**src/rtl/pll_pkg.sv**
```systemverilog
// pll_pkg: shared PLL types and constants for the PFD/charge-pump block
package pll_pkg;
   localparam int VCTRL_W = 16;
   typedef logic [VCTRL_W-1:0] vctrl_t;
   localparam real VCTRL_FULL_SCALE_V = 3.0;
endpackage

```
**src/rtl/pfd_charge_pump_if.sv**
```systemverilog
// pfd_charge_pump_if: clock inputs, PFD pulses and control-voltage code bundle
interface pfd_charge_pump_if #(
   parameter int VCTRL_W = pll_pkg::VCTRL_W
);
   logic               d;
   logic               ref_in;
   logic               fb_in;
   logic               up;
   logic               down;
   logic [VCTRL_W-1:0] vctrl;
   logic               sat_hi;
   logic               sat_lo;
   modport master (output d, ref_in, fb_in, input up, down, vctrl, sat_hi, sat_lo);
   modport slave  (input d, ref_in, fb_in, output up, down, vctrl, sat_hi, sat_lo);
endinterface

```
**src/rtl/pfd_core.sv**
```systemverilog
// pfd_core: input synchronizers, rising-edge detect and tri-state PFD with anti-backlash clear
module pfd_core #(
   parameter int SYNC_STAGES = 2,
   parameter int ABL_CYCLES  = 1
) (
   input  logic clk,
   input  logic rst_n,
   input  logic d,
   input  logic ref_in,
   input  logic fb_in,
   output logic up,
   output logic down
);
   localparam int CW = (ABL_CYCLES > 1) ? $clog2(ABL_CYCLES) : 1;
   logic [SYNC_STAGES-1:0] ref_sync;
   logic [SYNC_STAGES-1:0] fb_sync;
   logic                   ref_prev;
   logic                   fb_prev;
   logic [CW-1:0]          abl_cnt;
   logic                   ref_rise;
   logic                   fb_rise;
   logic                   clear;
   assign ref_rise = ref_sync[SYNC_STAGES-1] & ~ref_prev;
   assign fb_rise  = fb_sync[SYNC_STAGES-1] & ~fb_prev;
   assign clear    = up & down & (abl_cnt == CW'(ABL_CYCLES - 1));
   // shift both clocks through their synchronizer chains and remember last output
   always_ff @(posedge clk or negedge rst_n) begin
      if (!rst_n) begin
         ref_sync <= '0;
         fb_sync  <= '0;
         ref_prev <= 1'b0;
         fb_prev  <= 1'b0;
      end else begin
         ref_sync <= {ref_sync[SYNC_STAGES-2:0], ref_in};
         fb_sync  <= {fb_sync[SYNC_STAGES-2:0], fb_in};
         ref_prev <= ref_sync[SYNC_STAGES-1];
         fb_prev  <= fb_sync[SYNC_STAGES-1];
      end
   end
   // clear wins over new edges, so an edge landing in the clear cycle is lost (dead zone)
   always_ff @(posedge clk or negedge rst_n) begin
      if (!rst_n) begin
         up      <= 1'b0;
         down    <= 1'b0;
         abl_cnt <= '0;
      end else if (clear) begin
         up      <= 1'b0;
         down    <= 1'b0;
         abl_cnt <= '0;
      end else begin
         if (ref_rise) up <= d;
         if (fb_rise) down <= d;
         abl_cnt <= (up & down) ? abl_cnt + CW'(1) : '0;
      end
   end
endmodule

```
**src/rtl/pfd_charge_pump.sv**
```systemverilog
// pfd_charge_pump: PFD driving a saturating charge-pump integrator (loop-filter voltage code)
module pfd_charge_pump #(
   parameter int VCTRL_W     = pll_pkg::VCTRL_W,
   parameter int VCTRL_INIT  = 32768,
   parameter int I_STEP      = 64,
   parameter int SYNC_STAGES = 2,
   parameter int ABL_CYCLES  = 1
) (
   input logic               clk,
   input logic               rst_n,
   pfd_charge_pump_if.slave  bus
);
   localparam logic [VCTRL_W-1:0] MAX_CODE = {VCTRL_W{1'b1}};
   localparam logic [VCTRL_W:0]   STEP     = (VCTRL_W + 1)'(I_STEP);
   logic               up;
   logic               down;
   logic [VCTRL_W-1:0] vctrl;
   logic [VCTRL_W-1:0] vctrl_nxt;
   logic [VCTRL_W:0]   sum;
   logic [VCTRL_W:0]   dif;
   pfd_core #(
      .SYNC_STAGES (SYNC_STAGES),
      .ABL_CYCLES  (ABL_CYCLES)
   ) u_core (
      .clk    (clk),
      .rst_n  (rst_n),
      .d      (bus.d),
      .ref_in (bus.ref_in),
      .fb_in  (bus.fb_in),
      .up     (up),
      .down   (down)
   );
   // the extra top bit of sum/dif flags overflow past full scale or borrow below zero
   assign sum = {1'b0, vctrl} + STEP;
   assign dif = {1'b0, vctrl} - STEP;
   // next capacitor code: source, sink, or hold when both/neither pump is on
   always_comb begin
      vctrl_nxt = (up & ~down) ? (sum[VCTRL_W] ? MAX_CODE : sum[VCTRL_W-1:0]) :
                  (down & ~up) ? (dif[VCTRL_W] ? '0 : dif[VCTRL_W-1:0]) : vctrl;
   end
   // integrate charge onto the loop-filter capacitor
   always_ff @(posedge clk or negedge rst_n) begin
      if (!rst_n) vctrl <= VCTRL_W'(VCTRL_INIT);
      else vctrl <= vctrl_nxt;
   end
   assign bus.up     = up;
   assign bus.down   = down;
   assign bus.vctrl  = vctrl;
   assign bus.sat_hi = (vctrl == MAX_CODE);
   assign bus.sat_lo = (vctrl == '0);
endmodule

```
**src/flat_wrapper.sv**
```systemverilog
// flat-port wrapper written by rule: the top's interface ports become plain ports
module pfd_charge_pump_flat 
#(
   parameter int VCTRL_W     = pll_pkg::VCTRL_W,
   parameter int VCTRL_INIT  = 32768,
   parameter int I_STEP      = 64,
   parameter int SYNC_STAGES = 2,
   parameter int ABL_CYCLES  = 1
)
  (clk, rst_n, bus_d, bus_ref_in, bus_fb_in, bus_up, bus_down, bus_vctrl, bus_sat_hi, bus_sat_lo);
  pfd_charge_pump_if #(.VCTRL_W(VCTRL_W)) bus_i ();
  input logic clk;
  input logic rst_n;
  input wire logic [$bits(bus_i.d)-1:0] bus_d;
  input wire logic [$bits(bus_i.ref_in)-1:0] bus_ref_in;
  input wire logic [$bits(bus_i.fb_in)-1:0] bus_fb_in;
  output wire logic [$bits(bus_i.up)-1:0] bus_up;
  output wire logic [$bits(bus_i.down)-1:0] bus_down;
  output wire logic [$bits(bus_i.vctrl)-1:0] bus_vctrl;
  output wire logic [$bits(bus_i.sat_hi)-1:0] bus_sat_hi;
  output wire logic [$bits(bus_i.sat_lo)-1:0] bus_sat_lo;
  assign bus_i.d = bus_d;
  assign bus_i.ref_in = bus_ref_in;
  assign bus_i.fb_in = bus_fb_in;
  assign bus_up = bus_i.up;
  assign bus_down = bus_i.down;
  assign bus_vctrl = bus_i.vctrl;
  assign bus_sat_hi = bus_i.sat_hi;
  assign bus_sat_lo = bus_i.sat_lo;
  pfd_charge_pump #(.VCTRL_W(VCTRL_W), .VCTRL_INIT(VCTRL_INIT), .I_STEP(I_STEP), .SYNC_STAGES(SYNC_STAGES), .ABL_CYCLES(ABL_CYCLES)) u_core (.clk(clk), .rst_n(rst_n), .bus(bus_i));
endmodule
```
**config.mk**
```make
export PLATFORM = sky130hd
export DESIGN_NAME = pfd_charge_pump_flat
export DESIGN_NICKNAME = d
export VERILOG_FILES = /design/src/rtl/pll_pkg.sv /design/src/rtl/pfd_charge_pump_if.sv /design/src/rtl/pfd_core.sv /design/src/rtl/pfd_charge_pump.sv /design/src/flat_wrapper.sv
export SDC_FILE = /design/constraint.sdc
export NUM_CORES = 1
export LEC_CHECK = 0
export CAP_MARGIN = 5
export CORE_ASPECT_RATIO = 0.75
export CORE_MARGIN = 8
export CORE_UTILIZATION = 45
export DETAILED_ROUTE_END_ITERATION = 10
export DONT_BUFFER_PORTS = 1
export GPL_TIMING_DRIVEN = 0
export MAX_ROUTING_LAYER = met4
export SYNTH_ARGS = -nofsm -noshare
export SYNTH_HDL_FRONTEND = slang
export SYNTH_SLANG_ARGS = --single-unit
```
**constraint.sdc**
```tcl
create_clock -name clk -period 1.9 [get_ports clk]
set_input_delay 0.38 -clock clk [delete_from_list [all_inputs] [get_ports clk]]
set_output_delay 0.38 -clock clk [all_outputs]
set_load 0.01 [all_outputs]
```
==> results.ini <==
[routing]
vias_per_cell = 6.30
wirelength_um = 3640
postRouteAntennaNets = 0
dr.pass1.iters = 4
drt-initial-drc-count = 197
wl_per_cell_um = 18.7
vias = 1222
drc_errors = 0

[hold_path]
hold_path_depth = 0
min_to = u_core.u_core.fb_sync[0]$_DFF_PN0_
hp-class = primary input to register
min_from = bus_fb_in

[synth]
ys.flop_type = dfrtp_1
yosysWarnings = 0
synth_area_per_cell_um2 = 9.00
synthesis.instances = 145
ys_async_sr_fraction = 1.00
yosysSeqAreaShare = 0.365
ys_ff_latch = 19
synth_nets = 154
synth_edf_count = 0
syn_area_um2 = 1310
yosysUniqueCellTypes = 49

[timing]
layout_worst_path_cycle_share = 1.07
fmax_mhz = 494
max-slew-margin-rel = 0.422
rsz0062_at_grt = yes
layout_setup_ws_ns = -0.125
period_needed_ns = 2.02
fin_worst_skew_ns = 0.00266
drv_slew = 0
finalSetupViolCount = 3
hold_viol = 0
setup_tns_ns = -0.250
tightestPinTransition_ns = 0.864

[global_routing]
antenna_found_initial = 0
grt_max_degree = 20
grt_overflow = 0
grt_pass1_wl_um = 6020
first_global_vias = 1190
track_usage = 0.154

[worst_setup_path]
endpoint_kind = register
critical-path-top-delay-family = simple AND/OR/NAND/NOR gates
reg2reg_from = u_core.bus.vctrl[6]$_DFFE_PN0P_
max_stage_delay_ns = 0.52
crit_chain = inv_4 -> ha_4 -> or4b_4 -> nor4b_4 -> o21ai_1 -> a22o_1
r2r-end = u_core.bus.vctrl[14]$_DFFE_PN0P_
rr_worst_depth = 6
cp_max_fo = 8
start_kind = register
critPathBufInv = 1
arrival_ns = 2.18
critPathSlowestCell = dfrtp_2
required_ns = 2.05
worst-setup-path-type = register to register
ff2ff_setup_slack_ns = -0.12

[placement]
hpwlAfterDp_um = 2520
port_buffers = 0
globalplace.congestion = 0.943

[die]
die_w_um = 78.2
start_util = 0.458
top_level_ports = 25
rows = 17
die_area_um2 = 4900
die_height_um = 62.6
core_um2 = 2850

[pwr]
irDropWorstVdd_v = 0.00108
power_density_nw_per_um2 = 1470
leakagePower_nw = 0.656
finalPower_w = 0.00236

[cts]
cts_tree = built
cts_buffer_depth = 2
clock_latency_ns = 0.26
clock_sinks = 19
path_clk_slew_ns = 0.07
htree_levels = 1
numCtsBuffers = 3
clock_tree.root_cell = clkbuf_8

[layout]
areaGrowthSynthToFinish_pct = 23.3
drive_gt1_frac = 0.359
n_antenna_cell = 0
final_nets = 166
fillerInstances = 267

[job]
drv_cap = 0

[status]
outcome = complete, but fails checks
violations = negative setup slack

## worst max path at each step
| stage | startpoint | endpoint | slack (ns) | cells after the start |
|---|---|---|---|---|
| floorplan | u_core.bus.vctrl[6]$_DFFE_PN0P_ | u_core.bus.vctrl[14]$_DFFE_PN0P_ | 0.01 | 6 |
| global placement | u_core.bus.vctrl[6]$_DFFE_PN0P_ | bus_sat_lo | -0.30 | 5 |
| detailed placement | u_core.bus.vctrl[6]$_DFFE_PN0P_ | bus_sat_lo | -0.29 | 5 |
| CTS | u_core.bus.vctrl[7]$_DFFE_PN0P_ | u_core.bus.vctrl[14]$_DFFE_PN0P_ | -0.11 | 6 |
| global route | u_core.bus.vctrl[7]$_DFFE_PN0P_ | u_core.bus.vctrl[14]$_DFFE_PN0P_ | -0.18 | 6 |
| finish | u_core.bus.vctrl[6]$_DFFE_PN0P_ | u_core.bus.vctrl[14]$_DFFE_PN0P_ | -0.12 | 6 |
## cell families (layout without fill, tap and decap cells)
kind of cell / after synthesis / in the layout / share of synthesized area
buffers and inverters: 22 / 33 / 0.0892
AO/OA/AOI/OAI: 44 / 44 / 0.236
XOR/XNOR: 1 / 1 / 0.00671
AND/OR/NAND/NOR: 52 / 52 / 0.242
flip-flops: 19 / 19 / 0.365
multiplexers: 3 / 3 / 0.0230
adder cells (fa/ha/maj): 4 / 4 / 0.0384
## stage by stage
step | setup slack, ns | cells | cell area, µm² | util | hold slack, ns
floorplan | 0.00990 | 145 | 1320 | - | 0.0844
global placement | -0.304 | 183 | 1370 | 0.480 | 0.0849
detailed placement | -0.292 | 183 | 1370 | 0.480 | 0.0849
CTS | -0.112 | 193 | 1510 | 0.531 | 0.137
global route | -0.183 | 194 | 1610 | 0.565 | 0.127
finish | -0.125 | 194 | 1610 | 0.565 | 0.144
## layer usage
| layer | vias up | share of wire | GRT usage |
|---|---|---|---|
| li1 | 570 | - | - |
| met5 | - | 0 | - |
| met4 | 0 | 0.0047 | 0.0323 |
| met2 | 63 | 0.44 | 0.204 |
| met1 | 587 | 0.44 | 0.205 |
| met3 | 2 | 0.12 | 0.0733 |
## worst register-to-register path, delay by kind of cell (launching register included)
kind            cells  cell delay [ns]
simple gates        2             0.81
buf+inv             1             0.10
fa+ha+maj           1             0.16
flops               1             0.52
compound gates      2             0.33
## synthesized netlist by cell type (2+ instances only)
cell type / count / area [µm²]
buf_4: 8 / 60.1
a41oi_1: 2 / 17.5
o21ai_0: 6 / 30.0
nand2_1: 8 / 30.0
nor2_1: 12 / 45.0
o21a_1: 3 / 22.5
buf_2: 3 / 15.0
a21oi_1: 9 / 45.0
nor4_1: 6 / 37.5
a32oi_1: 2 / 17.5
ha_1: 4 / 50.1
nand4_1: 4 / 25.0
a31oi_1: 4 / 25.0
nand3_1: 6 / 30.0
mux2i_1: 3 / 30.0
and3_1: 2 / 12.5
dfrtp_1: 18 / 450
nand2b_1: 2 / 12.5
o31ai_1: 2 / 15.0
inv_1: 8 / 30.0
clkbuf_1: 3 / 11.3
nor3_1: 3 / 15.0
## sequential cells by signal (all words and copies together), names as in the netlist
register / cells
u_core.u_core.ref_sync: 2
u_core.u_core.fb_sync: 2
u_core.u_core.ref_prev: 1
u_core.bus.vctrl: 11
u_core.u_core.up: 1
u_core.u_core.down: 1
u_core.u_core.fb_prev: 1
## report_power, final
group / internal (W) / total [W] / switching [W]
clock: 0.000149 / 0.000290 / 0.000141
sequential: 0.000532 / 0.000821 / 0.000289
combinational: 0.000508 / 0.00125 / 0.000741
## final cells by class
type / instances / area (µm²) / share of cell area
Multi-Input combinational cell: 104 / 847 / 0.526
Clock buffer: 4 / 45.0 / 0.0280
Inverter: 8 / 32.5 / 0.0202
Sequential cell: 19 / 480 / 0.299
Buffer: 13 / 93.8 / 0.0583
Tap cell: 38 / 47.5 / 0.0295
Timing Repair Buffer: 8 / 62.6 / 0.0389
## timing repair
action                     4_1_cts  5_1_grt
hold endpoints to repair        19        0
setup buffers                    5        2
resized for setup               11       22
setup endpoints to repair       12       12
pin swaps                        5        6
hold buffers                     1        0
## cells in the final DEF, fill, tap and decap left out, drive strengths merged, types with 2 or more instances in the layout
cell    netlist  layout
nand2         8       8
nand2b        2       2
ha            4       4
a32oi         2       2
o21ai         7       7
a21oi         9       9
nor4b         2       2
nand3         6       6
a31oi         4       4
dfrtp        18      18
o32a          2       2
nand4         4       4
o21a          3       3
buf          11      17
mux2i         3       3
inv           8       8
nor3          3       3
nor4          7       7
nor2         12      12
a41oi         2       2
clkbuf        3       7
o31ai         2       2
a21o          2       2
and3          3       3
Power figures use the tool's default switching activity.
